$ cat src/rtl/raster_engine.sv
// Command-driven rasterizer: fill, point and clipped rectangle writes into a linear framebuffer.
// Define RASTER_ENGINE_OUTLINE_EN to enable command 4 (rectangle outline); otherwise it is a NOP.
module raster_engine #(
   parameter int FB_W = 214,
   parameter int FB_H = 160,
   parameter int COLOUR_W = 3,
   parameter int A_WIDTH = 16,
   localparam int X_W = $clog2(FB_W),
   localparam int Y_W = $clog2(FB_H)
) (
   input  logic                clk,
   input  logic                rst,
   input  logic [2:0]          command,
   input  logic [COLOUR_W-1:0] colour,
   input  logic [X_W-1:0]      x0,
   input  logic [X_W-1:0]      x1,
   input  logic [Y_W-1:0]      y0,
   input  logic [Y_W-1:0]      y1,
   input  logic                execute_request,
   output logic                ready,
   output logic                done,
   output logic [A_WIDTH-1:0]  fb_addr,
   output logic                fb_write_en,
   output logic [COLOUR_W-1:0] fb_pixel
);

   typedef enum logic [1:0] {S_IDLE, S_DRAW, S_FINISH} state_t;

   localparam logic [A_WIDTH-1:0] FBW_A = A_WIDTH'(FB_W);
   localparam logic [X_W-1:0]     XMAX  = X_W'(FB_W - 1);
   localparam logic [Y_W-1:0]     YMAX  = Y_W'(FB_H - 1);

   state_t state_q, state_d;
   logic [X_W-1:0] cx_q, cx_d, x0_q, x0_d, x1_q, x1_d;
   logic [Y_W-1:0] cy_q, cy_d, y0_q, y0_d, y1_q, y1_d;
   logic clipx_q, clipx_d, clipy_q, clipy_d, outl_q, outl_d;
   logic [A_WIDTH-1:0] row_q, row_d, addr_q, addr_d;
   logic [COLOUR_W-1:0] pix_q, pix_d;

   logic is_fill, is_point, is_box, is_outl;
   logic [X_W-1:0] xlo, xhi, ax0, ax1;
   logic [Y_W-1:0] ylo, yhi, ay0, ay1;
   logic clip_x, clip_y, has_pix;
   logic mid, row_end;
   logic [A_WIDTH-1:0] base0;

   // Command decode and corner normalisation, evaluated on the accept cycle.
   always_comb begin
      is_fill  = 1'b0;
      is_point = 1'b0;
      is_box   = 1'b0;
      is_outl  = 1'b0;
      case (command)
         3'd1: is_fill  = 1'b1;
         3'd2: is_point = 1'b1;
         3'd3: is_box   = 1'b1;
`ifdef RASTER_ENGINE_OUTLINE_EN
         3'd4: is_outl  = 1'b1;
`endif
         default: ;
      endcase
      xlo = (x0 <= x1) ? x0 : x1;
      xhi = (x0 <= x1) ? x1 : x0;
      ylo = (y0 <= y1) ? y0 : y1;
      yhi = (y0 <= y1) ? y1 : y0;
      clip_x = 32'(xhi) > 32'(FB_W - 1);
      clip_y = 32'(yhi) > 32'(FB_H - 1);
      ax0 = xlo;
      ax1 = clip_x ? XMAX : xhi;
      ay0 = ylo;
      ay1 = clip_y ? YMAX : yhi;
      if (is_fill) begin
         ax0 = '0;
         ax1 = XMAX;
         ay0 = '0;
         ay1 = YMAX;
         clip_x = 1'b0;
         clip_y = 1'b0;
      end else if (is_point) begin
         ax0 = x0;
         ax1 = x0;
         ay0 = y0;
         ay1 = y0;
         clip_x = 1'b0;
         clip_y = 1'b0;
      end
      has_pix = (is_fill | is_point | is_box | is_outl)
              && (32'(ax0) < 32'(FB_W)) && (32'(ay0) < 32'(FB_H));
      base0 = A_WIDTH'(ay0) * FBW_A;
   end

   always_comb begin
      state_d = state_q;
      cx_d    = cx_q;
      cy_d    = cy_q;
      x0_d    = x0_q;
      x1_d    = x1_q;
      y0_d    = y0_q;
      y1_d    = y1_q;
      clipx_d = clipx_q;
      clipy_d = clipy_q;
      outl_d  = outl_q;
      row_d   = row_q;
      addr_d  = addr_q;
      pix_d   = pix_q;
      // Outline interior rows only touch the left and (unclipped) right edge.
      mid     = outl_q && (cy_q != y0_q) && !((cy_q == y1_q) && !clipy_q);
      row_end = (cx_q == x1_q) || (mid && clipx_q);
      case (state_q)
         S_IDLE: begin
            if (execute_request) begin
               if (has_pix) begin
                  state_d = S_DRAW;
                  cx_d    = ax0;
                  cy_d    = ay0;
                  x0_d    = ax0;
                  x1_d    = ax1;
                  y0_d    = ay0;
                  y1_d    = ay1;
                  clipx_d = clip_x;
                  clipy_d = clip_y;
                  outl_d  = is_outl;
                  row_d   = base0;
                  addr_d  = base0 + A_WIDTH'(ax0);
                  pix_d   = colour;
               end else begin
                  state_d = S_FINISH;
               end
            end
         end
         S_DRAW: begin
            if (row_end) begin
               if (cy_q == y1_q) begin
                  state_d = S_FINISH;
               end else begin
                  cy_d   = cy_q + 1'b1;
                  cx_d   = x0_q;
                  row_d  = row_q + FBW_A;
                  addr_d = row_q + FBW_A + A_WIDTH'(x0_q);
               end
            end else if (mid) begin
               cx_d   = x1_q;
               addr_d = row_q + A_WIDTH'(x1_q);
            end else begin
               cx_d   = cx_q + 1'b1;
               addr_d = addr_q + 1'b1;
            end
         end
         S_FINISH: state_d = S_IDLE;
         default:  state_d = S_IDLE;
      endcase
   end

   always_ff @(posedge clk) begin
      if (rst) begin
         state_q <= S_IDLE;
         cx_q    <= '0;
         cy_q    <= '0;
         x0_q    <= '0;
         x1_q    <= '0;
         y0_q    <= '0;
         y1_q    <= '0;
         clipx_q <= 1'b0;
         clipy_q <= 1'b0;
         outl_q  <= 1'b0;
         row_q   <= '0;
         addr_q  <= '0;
         pix_q   <= '0;
      end else begin
         state_q <= state_d;
         cx_q    <= cx_d;
         cy_q    <= cy_d;
         x0_q    <= x0_d;
         x1_q    <= x1_d;
         y0_q    <= y0_d;
         y1_q    <= y1_d;
         clipx_q <= clipx_d;
         clipy_q <= clipy_d;
         outl_q  <= outl_d;
         row_q   <= row_d;
         addr_q  <= addr_d;
         pix_q   <= pix_d;
      end
   end

   assign ready       = (state_q == S_IDLE);
   assign done        = (state_q == S_FINISH);
   assign fb_write_en = (state_q == S_DRAW);
   assign fb_addr     = addr_q;
   assign fb_pixel    = pix_q;

endmodule

$ cat config.mk
export PLATFORM = sky130hd
export DESIGN_NAME = raster_engine
export DESIGN_NICKNAME = d
export VERILOG_FILES = /design/src/rtl/raster_engine.sv
export SDC_FILE = /design/constraint.sdc
export NUM_CORES = 1
export LEC_CHECK = 0
export CORE_MARGIN = 3
export CORE_UTILIZATION = 56
export CTS_CLUSTER_SIZE = 28
export DETAILED_ROUTE_END_ITERATION = 8
export PLACE_DENSITY = 0.78
export SLEW_MARGIN = 20
export SYNTH_ARGS = -nofsm -noshare
export SYNTH_HDL_FRONTEND = slang
export SYNTH_SLANG_ARGS = --single-unit
$ cat constraint.sdc
create_clock -name clk -period 18.45 [get_ports clk]
set_input_delay 5.535 -clock clk [delete_from_list [all_inputs] [get_ports clk]]
set_output_delay 5.535 -clock clk [all_outputs]
set_load 0.01 [all_outputs]
==> run summary <==
Total GRT Usage = 0.2637
Max Fanout on Critical Path = 13
Core Util, Final = 0.6750
fin nets = 1,130
post-route ant nets = 0
worst min path class = register to register
Peak VDD IR = 0.0001170 V
Seq pwr share = 0.178
net switching power = 538.3 uW
P per Cell Area = 139.9 nW/um^2
pre-CTS setup slack = 5760 ps
DR pass1 iterations = 8
final hold slack = 453.8 ps
clk slew on worst S/H paths = 60 ps
top cell type by total area after synthesis = dfxtp_1
most common cell in the synthesized netlist = nor2_1
CTS Buf Count = 9
type of origin of the critical path = input port
vias in the first global route = 6,358
die area = 14,300 sq um
Static Leak = 3.406 nW
area of the multi-input gates = 5364 sq um
arrival time worst endpoint = 12,600 ps
Vias/cell = 6.013
Hold-fix buffers, CTS = 0
initial antenna violation count = 0
RSZ-0062 raised after global routing = false
H-tree levels = 3
Yosys top cell area share = 0.2106
CP Capture Type = register
Fillers = 1,097
largest net degree at the start of global routing = 80
Die Y = 119.6 microns
asr flop ratio synth = 0
Fin Clk Skew = 8.067 ps
total negative slack = 0 ps
core area = 12,310 sq um
Mapped Cells = 964
net count after synthesis = 1,094
initial core utilization = 0.5868
Design Power = 1.163 mW
kind of critical path = input port to register
Max transition margin = 0.2814
DRC = 0
clock latency on the worst-skew pair = 340 ps
# IOs = 63
Setup-failing EPs final = 0
first-pass GRT wire length = 31.19 mm
Worst R2R Path Depth = 10
Distinct cells, synth = 68
Synth top cells by count = nor2_1 (133), nand2_1 (97), a21oi_1 (91)
Ys Warns = 0
post-CTS sizing = 0
Final min period = 12,350 ps
CTS Buffer Depth = 2
maximum clock frequency = 81.00 MHz
CP required = 18,710 ps
gpl congestion = 0.8850
synthesized flop and latch total = 76
overall die width = 119.6 microns
initial DRC count = 566
Root Buffer = clkbuf_16
worst setup slack after layout = 6105 ps
Sw Ratio = 0.4628
Final Hold Viols = 0
max cap viols = 0
synth-to-layout area growth = 15.03%
Int Pwr = 624.8 uW
share of cells above drive strength 1 = 0.04478
count of flip-flops with a built-in enable after synthesis = 0
CTS tree = done
DR vias = 7,053
clk sink count = 76
Slew Viols, Final = 0
worst hold path depth = 2
top post-synthesis cells by area = dfxtp_1 (21%), ha_1 (14%), nor2_1 (6.9%)
Gate power share = 0.639
total wire length = 19.04 mm
status = complete, no violations
final period utilization = 0.6691
Clk pwr share = 0.183
IO buf count = 62
synthesized cell area = 7224 sq um
ANT cells = 0
GRT overflow = 0
Mapped Avg Cell Area = 7.494 sq um
Setup Fix Bufs, Post-CTS = 0
DP Wirelength = 14.07 mm
drt wl/cell = 16.23 microns
worst-margin pin slew = 1071 ps
ys flop type = dfxtp_1
Seq/Total Area, Yosys = 0.2106
Placement Rows = 40
FF+latch area = 1521 sq um
## cells by family after synthesis
family,count (synthesis),synth area share
compound gates,250,0.2262
xor+xnor,81,0.09820
fa+ha+maj,89,0.1656
buf+inv,91,0.04797
flops,76,0.2106
mux,18,0.02511
simple gates,359,0.2264
## flip-flops by register name (all words and copies together), names as in the netlist
register and flops:
row_q 15, y1_q 8, x0_q 8, cx_q 8
state_q 2, x1_q 8, cy_q 8, fb_addr 16
fb_pixel 3
## metal layers
layer	track usage	wire (microns)	vias up
met5	0	0	-
met4	0.08805	304	0
met3	0.02121	1068	18
met2	0.4266	8688	245
met1	0.3724	8981	3278
li1	-	-	3512
## per-stage QoR
stage / cell area (sq um) / std cells
global placement: 7951 / 1157
global route: 8310 / 1173
detailed placement: 7951 / 1157
floorplan: 7224 / 964
finish: 8310 / 1173
CTS: 8310 / 1173
## power by group through the flow
| stage | clock network [mW] | registers, mW | logic [mW] |
|---|---|---|---|
| 2_1_floorplan | 0 | 0.208 | 0.552 |
| 3_3_place_gp | 0 | 0.210 | 0.722 |
| 3_5_place_dp | 0 | 0.210 | 0.730 |
| 4_1_cts | 0.213 | 0.207 | 0.735 |
| 5_1_grt | 0.219 | 0.210 | 0.822 |
| 6_report | 0.213 | 0.207 | 0.743 |
## critical path: stages
cell and delay (ps):
clkdlybuf4s50_1 500, inv_1 60, ha_1 320, nand4_1 150, nand2b_1 200, and3_4 200, a21oi_4 320, a21oi_1 120
nor2_1 650, ha_1 370, fa_1 470, fa_1 570, fa_1 430, ha_1 390, and4_1 290, nand3_1 120
a211oi_1 430, a2111oi_0 140, nor3_1 250, xor2_1 310, nand4_1 160, nor3_1 250, nand4_1 120, a31oi_1 210
## cell usage in the layout (no fill, tap or decap), types with 4 or more instances in the layout
cell type | netlist | routed
a21oi_1 | 91 | 91
nor2_1 | 133 | 131
clkbuf_16 | 0 | 9
a2111oi_0 | 4 | 4
dfxtp_1 | 76 | 76
or2_2 | 5 | 5
mux2i_1 | 17 | 17
nor2b_1 | 11 | 11
inv_1 | 44 | 44
o21ai_0 | 36 | 36
nand3_1 | 25 | 25
xor2_1 | 40 | 40
a22oi_1 | 5 | 5
xnor2_1 | 41 | 41
o211ai_1 | 14 | 14
a21o_1 | 13 | 13
and2_1 | 4 | 4
o21a_1 | 4 | 4
o21bai_1 | 5 | 5
clkdlybuf4s50_1 | 0 | 61
o22ai_1 | 8 | 8
nand4_1 | 9 | 9
a222oi_1 | 4 | 4
and3_1 | 10 | 10
nor4_1 | 4 | 4
fa_1 | 11 | 11
nor3_1 | 32 | 32
buf_4 | 1 | 10
ha_1 | 78 | 78
nand2b_1 | 6 | 5
a211oi_1 | 21 | 21
a311oi_1 | 16 | 16
nand2_1 | 97 | 97
or3_1 | 4 | 4
## cell type report
type	count	share of cell area
multi-input cells	797	0.6454
repair buffers	72	0.08311
clock inverters	5	0.01280
clock buffers	11	0.03041
flip-flops and latches	76	0.1831
inverters	44	0.01987
well taps	168	0.02529
## worst paths after layout
path,slack [ps],to,from
max,6100,fb_addr[14],y1[7]
min,450,fb_pixel[0],fb_pixel[0]
max reg2reg,14770,fb_addr[10],cx_q[7]
min reg2reg,450,fb_pixel[0],fb_pixel[0]
No activity file was read; power rests on OpenSTA's default activity.
